## config.mk

```make
export PLATFORM = sky130hd
export DESIGN_NAME = capture_packetizer
export DESIGN_NICKNAME = d
export VERILOG_FILES = /design/src/rtl/capture_system_pkg.sv /design/src/rtl/capture_sync_fifo.sv /design/src/rtl/capture_packetizer.sv
export SDC_FILE = /design/constraint.sdc
export NUM_CORES = 1
export LEC_CHECK = 0
export ABC_AREA = 1
export CAP_MARGIN = 40
export CORE_MARGIN = 2
export CORE_UTILIZATION = 54
export DETAILED_ROUTE_END_ITERATION = 8
export GPL_TIMING_DRIVEN = 0
export PLACE_DENSITY = 0.76
export SYNTH_ARGS = -nofsm -noshare
export SYNTH_HDL_FRONTEND = slang
export SYNTH_SLANG_ARGS = --single-unit
```

## constraint.sdc

```tcl
create_clock -name S_AXIS_ACLK -period 3.24 [get_ports S_AXIS_ACLK]
set_clock_uncertainty 0.05 [all_clocks]
set_input_delay 0.648 -clock S_AXIS_ACLK [delete_from_list [all_inputs] [get_ports S_AXIS_ACLK]]
set_output_delay 0.648 -clock S_AXIS_ACLK [all_outputs]
set_load 0.01 [all_outputs]
```

## src/rtl/capture_system_pkg.sv

```systemverilog
// Shared definitions for the capture path: packetizer state encoding and a
// constant-evaluable ceiling log2 used to size pointers and counters.
package capture_system_pkg;

  // Packetizer control states: normal streaming, or one-or-more flush cycles.
  typedef enum logic {
    RUN   = 1'b0,
    FLUSH = 1'b1
  } cap_state_e;

  // Ceiling log2; returns 0 for values of 0 or 1.
  function automatic int clog2(input int value);
    int result;
    result = 0;
    while ((1 << result) < value) begin
      result = result + 1;
    end
    return result;
  endfunction

endpackage

```

## src/rtl/capture_sync_fifo.sv

```systemverilog
// Single-clock FIFO with first-word-fall-through head output. Pointers carry
// one extra wrap bit so full and empty are distinguished without a counter.
// A synchronous flush empties the FIFO and overrides push/pop that cycle.
module capture_sync_fifo
  import capture_system_pkg::*;
#(
  parameter int WIDTH = 33,
  parameter int DEPTH = 16
) (
  input  logic             clk,
  input  logic             rst_n,
  input  logic             flush_i,
  input  logic             push_i,
  input  logic [WIDTH-1:0] push_data_i,
  input  logic             pop_i,
  output logic [WIDTH-1:0] head_data_o,
  output logic             full_o,
  output logic             empty_o
);

  localparam int AW = clog2(DEPTH);

  logic [WIDTH-1:0] mem_q [DEPTH];
  logic [AW:0]      wr_ptr_q, wr_ptr_d;
  logic [AW:0]      rd_ptr_q, rd_ptr_d;
  logic             do_push;
  logic             do_pop;

  assign empty_o = (wr_ptr_q == rd_ptr_q);
  assign full_o  = (wr_ptr_q[AW] != rd_ptr_q[AW]) &&
                   (wr_ptr_q[AW-1:0] == rd_ptr_q[AW-1:0]);

  // Push is refused when full even if a pop happens the same cycle.
  assign do_push = push_i && !full_o && !flush_i;
  assign do_pop  = pop_i && !empty_o && !flush_i;

  // Head entry is read combinationally so a word is visible the cycle after it is written.
  assign head_data_o = mem_q[rd_ptr_q[AW-1:0]];

  // Next-state pointers: flush zeroes both, otherwise advance on accepted push/pop.
  always_comb begin
    wr_ptr_d = wr_ptr_q;
    rd_ptr_d = rd_ptr_q;
    if (flush_i) begin
      wr_ptr_d = '0;
      rd_ptr_d = '0;
    end else begin
      if (do_push) wr_ptr_d = wr_ptr_q + (AW+1)'(1);
      if (do_pop)  rd_ptr_d = rd_ptr_q + (AW+1)'(1);
    end
  end

  // Pointer registers, emptied asynchronously by reset.
  always_ff @(posedge clk or negedge rst_n) begin
    if (!rst_n) begin
      wr_ptr_q <= '0;
      rd_ptr_q <= '0;
    end else begin
      wr_ptr_q <= wr_ptr_d;
      rd_ptr_q <= rd_ptr_d;
    end
  end

  // Storage write; contents need no reset because the pointers define validity.
  always_ff @(posedge clk) begin
    if (do_push) begin
      mem_q[wr_ptr_q[AW-1:0]] <= push_data_i;
    end
  end

endmodule

```

## src/rtl/capture_packetizer.sv

```systemverilog
// Buffers the gated capture stream and re-emits it in packets of at most
// BURST_LEN words, ending a packet early when an input word carried TLAST.
// Keeps running word/packet counts and pulses capture_done after the output
// of a word that closed an input frame. clear flushes buffer and counters.
module capture_packetizer
  import capture_system_pkg::*;
#(
  parameter int C_S_AXIS_TDATA_WIDTH = 32,
  parameter int C_M_AXIS_TDATA_WIDTH = 32,
  parameter int FIFO_DEPTH           = 16,
  parameter int BURST_LEN            = 16
) (
  input  logic                              S_AXIS_ACLK,
  input  logic                              S_AXIS_ARESETN,
  input  logic [C_S_AXIS_TDATA_WIDTH-1:0]   S_AXIS_TDATA,
  input  logic [C_S_AXIS_TDATA_WIDTH/8-1:0] S_AXIS_TSTRB,
  input  logic                              S_AXIS_TLAST,
  input  logic                              S_AXIS_TVALID,
  output logic                              S_AXIS_TREADY,
  output logic [C_M_AXIS_TDATA_WIDTH-1:0]   M_AXIS_TDATA,
  output logic [C_M_AXIS_TDATA_WIDTH/8-1:0] M_AXIS_TSTRB,
  output logic                              M_AXIS_TLAST,
  output logic                              M_AXIS_TVALID,
  input  logic                              M_AXIS_TREADY,
  input  logic                              clear,
  output logic [31:0]                       word_count,
  output logic [31:0]                       pkt_count,
  output logic                              capture_done
);

  localparam int                BCW        = clog2(BURST_LEN) + 1;
  localparam logic [BCW-1:0]    BURST_LAST = BCW'(BURST_LEN - 1);
  localparam int                EW         = C_S_AXIS_TDATA_WIDTH + 1;

  cap_state_e       state_q, state_d;
  logic             ready_en_q;
  logic [BCW-1:0]   burst_q, burst_d;
  logic [31:0]      word_count_q, word_count_d;
  logic [31:0]      pkt_count_q, pkt_count_d;
  logic             done_q, done_d;

  logic             run;
  logic             fifo_flush;
  logic             fifo_full;
  logic             fifo_empty;
  logic             in_hs;
  logic             out_hs;
  logic             head_last;
  logic             out_last;
  logic [EW-1:0]    head_entry;
  logic             unused_tstrb;

  // Input byte strobes carry no information for this stream.
  assign unused_tstrb = ^S_AXIS_TSTRB;

  assign run        = (state_q == RUN);
  // Flush on the clear cycle itself so a same-cycle handshake is discarded.
  assign fifo_flush = clear || !run;

  // ready_en_q holds TREADY low for the first cycle after reset release.
  assign S_AXIS_TREADY = !fifo_full && run && ready_en_q;
  assign M_AXIS_TVALID = !fifo_empty && run;
  assign in_hs         = S_AXIS_TVALID && S_AXIS_TREADY;
  assign out_hs        = M_AXIS_TVALID && M_AXIS_TREADY;

  assign head_last    = head_entry[0];
  assign M_AXIS_TDATA = head_entry[EW-1:1];
  assign out_last     = (burst_q == BURST_LAST) || head_last;
  assign M_AXIS_TLAST = out_last;
  assign M_AXIS_TSTRB = '1;

  assign word_count   = word_count_q;
  assign pkt_count    = pkt_count_q;
  assign capture_done = done_q;

  capture_sync_fifo #(
    .WIDTH (EW),
    .DEPTH (FIFO_DEPTH)
  ) u_fifo (
    .clk         (S_AXIS_ACLK),
    .rst_n       (S_AXIS_ARESETN),
    .flush_i     (fifo_flush),
    .push_i      (in_hs),
    .push_data_i ({S_AXIS_TDATA, S_AXIS_TLAST}),
    .pop_i       (out_hs),
    .head_data_o (head_entry),
    .full_o      (fifo_full),
    .empty_o     (fifo_empty)
  );

  // Next state, packet position and counters; clear beats any handshake.
  always_comb begin
    state_d      = state_q;
    burst_d      = burst_q;
    word_count_d = word_count_q;
    pkt_count_d  = pkt_count_q;
    done_d       = 1'b0;
    case (state_q)
      RUN: begin
        if (clear) begin
          state_d      = FLUSH;
          burst_d      = '0;
          word_count_d = '0;
          pkt_count_d  = '0;
        end else begin
          if (in_hs) begin
            word_count_d = word_count_q + 32'd1;
          end
          if (out_hs) begin
            done_d = head_last;
            if (out_last) begin
              burst_d     = '0;
              pkt_count_d = pkt_count_q + 32'd1;
            end else begin
              burst_d = burst_q + BCW'(1);
            end
          end
        end
      end
      FLUSH: begin
        burst_d      = '0;
        word_count_d = '0;
        pkt_count_d  = '0;
        if (!clear) begin
          state_d = RUN;
        end
      end
      default: state_d = RUN;
    endcase
  end

  // State and counter registers with asynchronous reset to an idle RUN state.
  always_ff @(posedge S_AXIS_ACLK or negedge S_AXIS_ARESETN) begin
    if (!S_AXIS_ARESETN) begin
      state_q      <= RUN;
      ready_en_q   <= 1'b0;
      burst_q      <= '0;
      word_count_q <= '0;
      pkt_count_q  <= '0;
      done_q       <= 1'b0;
    end else begin
      state_q      <= state_d;
      ready_en_q   <= 1'b1;
      burst_q      <= burst_d;
      word_count_q <= word_count_d;
      pkt_count_q  <= pkt_count_d;
      done_q       <= done_d;
    end
  end

endmodule

```

==> impl_metrics.ini <==
[outcome]
status = complete, but fails checks
failed_checks = setup timing

[placed_design]
place_inst = 3096
port_buffers = 137
gpl.final_weighted_congestion = 0.9172
hpwlAfterDp_um = 50340

[global_route]
grt_pass1_wl_um = 116800
globalRoute.totalOverflow = 0
grt_start_max_net_pins = 46
grt_pass1_vias = 19420
antenna_found_initial = 2
grt.total_usage_pct = 31.35

[detailed_routing]
antenna_violating_nets_post_route = 0
wire_per_inst_um = 24.52
drcViolationCount = 0
firstDrtPassIters = 6
post_drt_via_cell_ratio = 6.252
final_wl_um = 79210
detailroute.via_count = 20193
drt_iter0_markers = 2811

[logic_synthesis]
netlist_instances = 2321
synth_async_sr_flop_share_pct = 13.44
synth.yosys.warnings = 0
number_of_synthesized_register_bits = 610
dominantRegCellSynth = sky130_fd_sc_hd__edfxtp_1
mappedNetlistArea_um2 = 25910
number_of_different_library_cells_in_the_post_synthesis_netlist = 37
seq_area_frac_synth_pct = 69.11
postSynthAreaPerCell_um2 = 11.16
synth_edf_count = 528

[hold_path]
holdCritStartpoint = burst_q[3]$_DFFE_PN0P_
timing.hold.worst_path_depth = 2
holdCritPathClass = reg -> reg
whs_endpoint = burst_q[3]$_DFFE_PN0P_

[cts]
tritoncts_num_sinks = 610
tritoncts_buffers = 59
tritoncts = built
h-tree-depth = 2
cts.path.max_buffers = 3
cts.reportedPaths.clkPinSlew_ns = 0.06
clk_latency_ns = 0.64
cts_root_buffer = sky130_fd_sc_hd__clkbuf_16

[floorplanning]
starting_density_of_the_core_pct = 54.49
floorplan.die.height_um = 223.0
die_width_um = 223.0
floorplan.io_pins = 146
dieArea_um2 = 49750
standard_cell_row_count = 80
core_area_um2 = 47550

[critical_path]
r2r_end = u_fifo.mem_q[14][9]$_DFFE_PP_
crit-reg2reg-launch = u_fifo.rd_ptr_q[3]$_DFFE_PN0P_
timing.critical_path.required_ns = 2.54
ff2ff_path_depth = 12
path_class = reg -> out
timing.reg2reg.setup_slack_ns = 0
cpMostUsedCell = sky130_fd_sc_hd__buf_4
timing.critical_path.from = u_fifo.rd_ptr_q[2]$_DFFE_PN0P_
worst-endpoint-arrival_ns = 2.57
critical_path.slowest_cell = sky130_fd_sc_hd__dfrtp_1
cp_capture_type = primary output
worstSetupStartpointType = flop
worst-path-max-fanout = 10
cpPeakStageDelay_ns = 0.33
critical_path.cell_chain = buf_4 > clkbuf_1 > buf_6 > buf_4 > o221ai_1 > nand3_1 > nand3_2 > clkdlybuf4s15_2

[sta]
rsz_0062_raised_after_global_routing = yes
finalWorstSetupSlack_ns = -0.02804
max_freq_mhz = 306.0
final_max_slew_viol_count = 0
period_needed_ns = 3.268
post-route-period-util_pct = 100.9
fin_hold_ws_ns = 0.4454
max_slew_margin_pct = 43.29
hold_viol_final = 0
report.final.setup_viol = 4
timing_worst_slew_pin_value_ns = 0.8480

[pwr]
power_density_normalized_to_cell_area_nw_per_um2 = 506.2
vdd_ir_drop_max_mv = 0.4999
finalPower_mw = 16.11
leakage_nw = 11.38

[cells_and_area]
final_layout_size_suffix_gt1_share_pct = 14.19
synthToLayoutAreaGrowth_pct = 22.79
antennaDiodeCount = 0
layoutNonFillerInstCount = 3230
design.final.nets = 2623
final_util_pct = 66.92

[flow_run]
cap_violations = 0
registers in the layout, summed over array words and instances (netlist names):
signal,flops
burst_q,5
capture_done,1
pkt_count,32
ready_en_q,1
state_q,1
u_fifo.mem_q,528
u_fifo.rd_ptr_q,5
u_fifo.wr_ptr_q,5
word_count,32
cell usage in the layout, fill, tap and decap left out, types with 10 or more instances in the layout:
master / netlist / layout
sky130_fd_sc_hd__buf_4: 14 / 38
sky130_fd_sc_hd__clkbuf_1: 81 / 15
sky130_fd_sc_hd__buf_6: 7 / 16
sky130_fd_sc_hd__clkbuf_16: 0 / 69
sky130_fd_sc_hd__o22ai_1: 79 / 75
sky130_fd_sc_hd__nand3_2: 2 / 18
sky130_fd_sc_hd__nand4_1: 29 / 29
sky130_fd_sc_hd__buf_12: 0 / 26
sky130_fd_sc_hd__xnor2_1: 11 / 11
sky130_fd_sc_hd__nand2_1: 411 / 411
sky130_fd_sc_hd__o21ai_0: 260 / 236
sky130_fd_sc_hd__o21ai_1: 33 / 45
sky130_fd_sc_hd__dfrtp_1: 82 / 82
sky130_fd_sc_hd__buf_2: 29 / 38
sky130_fd_sc_hd__clkinv_1: 2 / 12
sky130_fd_sc_hd__nor2_1: 415 / 393
sky130_fd_sc_hd__nor2_4: 0 / 21
sky130_fd_sc_hd__nand3_1: 133 / 116
sky130_fd_sc_hd__o211ai_1: 15 / 15
sky130_fd_sc_hd__a21o_1: 10 / 10
sky130_fd_sc_hd__inv_1: 69 / 69
sky130_fd_sc_hd__edfxtp_1: 528 / 528
sky130_fd_sc_hd__clkdlybuf4s50_1: 0 / 103
sky130_fd_sc_hd__clkbuf_2: 0 / 24
sky130_fd_sc_hd__xor2_1: 13 / 13
sky130_fd_sc_hd__o221ai_1: 49 / 47
sky130_fd_sc_hd__o21ai_2: 0 / 10
sky130_fd_sc_hd__clkbuf_8: 0 / 14
sky130_fd_sc_hd__clkbuf_4: 0 / 19
stage by stage:
| step | setup TNS [ns] | worst slack, ns | area (um2) |
|---|---|---|---|
| 2_1_floorplan | -10.39 | -0.07874 | 25950 |
| 3_3_place_gp | -753.84 | -2.663 | 28100 |
| 3_5_place_dp | -89.19 | -0.7985 | 28620 |
| 4_1_cts | -0.5368 | -0.09389 | 31530 |
| 5_1_grt | -1.295 | -0.09321 | 31820 |
| 6_report | -0.07675 | -0.02804 | 31820 |
worst max path at each step:
| stage | end | slack (ns) | depth (start not counted) |
|---|---|---|---|
| floorplan | u_fifo.mem_q[11][0]$_DFFE_PP_ | -0.08 | 5 |
| global placement | u_fifo.mem_q[3][4]$_DFFE_PP_ | -2.66 | 6 |
| detailed placement | u_fifo.mem_q[3][6]$_DFFE_PP_ | -0.80 | 7 |
| CTS | M_AXIS_TDATA[3] | -0.09 | 11 |
| global route | M_AXIS_TDATA[31] | -0.09 | 9 |
| finish | M_AXIS_TDATA[2] | -0.03 | 8 |
cells in the mapped netlist (all sizes together) (15+ instances only):
cell type | count | area share (%)
nand4 | 30 | 0.78
o211ai | 15 | 0.43
nor2 | 416 | 6.0
o21ai | 293 | 5.7
o221ai | 49 | 1.7
inv | 78 | 1.1
nand2 | 415 | 6.1
clkbuf | 81 | 1.2
nand3 | 135 | 2.6
o22ai | 79 | 1.9
edfxtp | 528 | 61
buf | 54 | 1.3
dfrtp | 82 | 7.9
metal layers:
| layer | GRT usage [%] | vias to the layer above | wire, um |
|---|---|---|---|
| met5 | 0 | - | 16 |
| met4 | 16.80 | 2 | 4175 |
| met3 | 6.019 | 242 | 8705 |
| met2 | 50.32 | 1500 | 37480 |
| met1 | 40.79 | 9705 | 28830 |
| li1 | - | 8744 | - |
report_power, final:
| part | switching, mW | internal, mW | total (mW) |
|---|---|---|---|
| clock | 3.01 | 4.05 | 7.06 |
| sequential | 0.00715 | 8.55 | 8.56 |
| combinational | 0.337 | 0.153 | 0.490 |
| total | 3.36 | 12.7 | 16.1 |
logic make-up after synthesis:
logic type,after synthesis,synth area share (%)
simple gates,1009,15.84
flops,610,69.11
compound gates,453,10.12
buf+inv,215,3.670
xor+xnor,24,0.8113
fa+ha+maj,9,0.4346
other cells,1,0.01447
worst max-delay path, delay by kind of cell (launching register included):
kind / cells / cell delay, ns
flip-flops: 1 / 0.33
buffers and inverters: 5 / 1.12
AND/OR/NAND/NOR: 2 / 0.31
AO/OA/AOI/OAI: 1 / 0.16
cell type report:
| type | count | area, um2 |
|---|---|---|
| fill | 3363 | 15730 |
| inverter | 80 | 319.1 |
| clock inverter | 36 | 441.7 |
| buffer | 133 | 1313 |
| sequential | 610 | 17910 |
| tap | 615 | 769.5 |
| timing repair buffer | 188 | 2138 |
| clock buffer | 68 | 1510 |
| multi-input combinational | 1500 | 7417 |
what timing repair did:
item,in CTS,in global routing
buffers inserted,12,14
gates cloned,4,2
hold endpoints to repair,22,0
resized for setup,391,55
endpoints found under the setup margin,90,129
hold buffers,1,0
pin swaps,58,34
(Power assumes the default switching activity.)
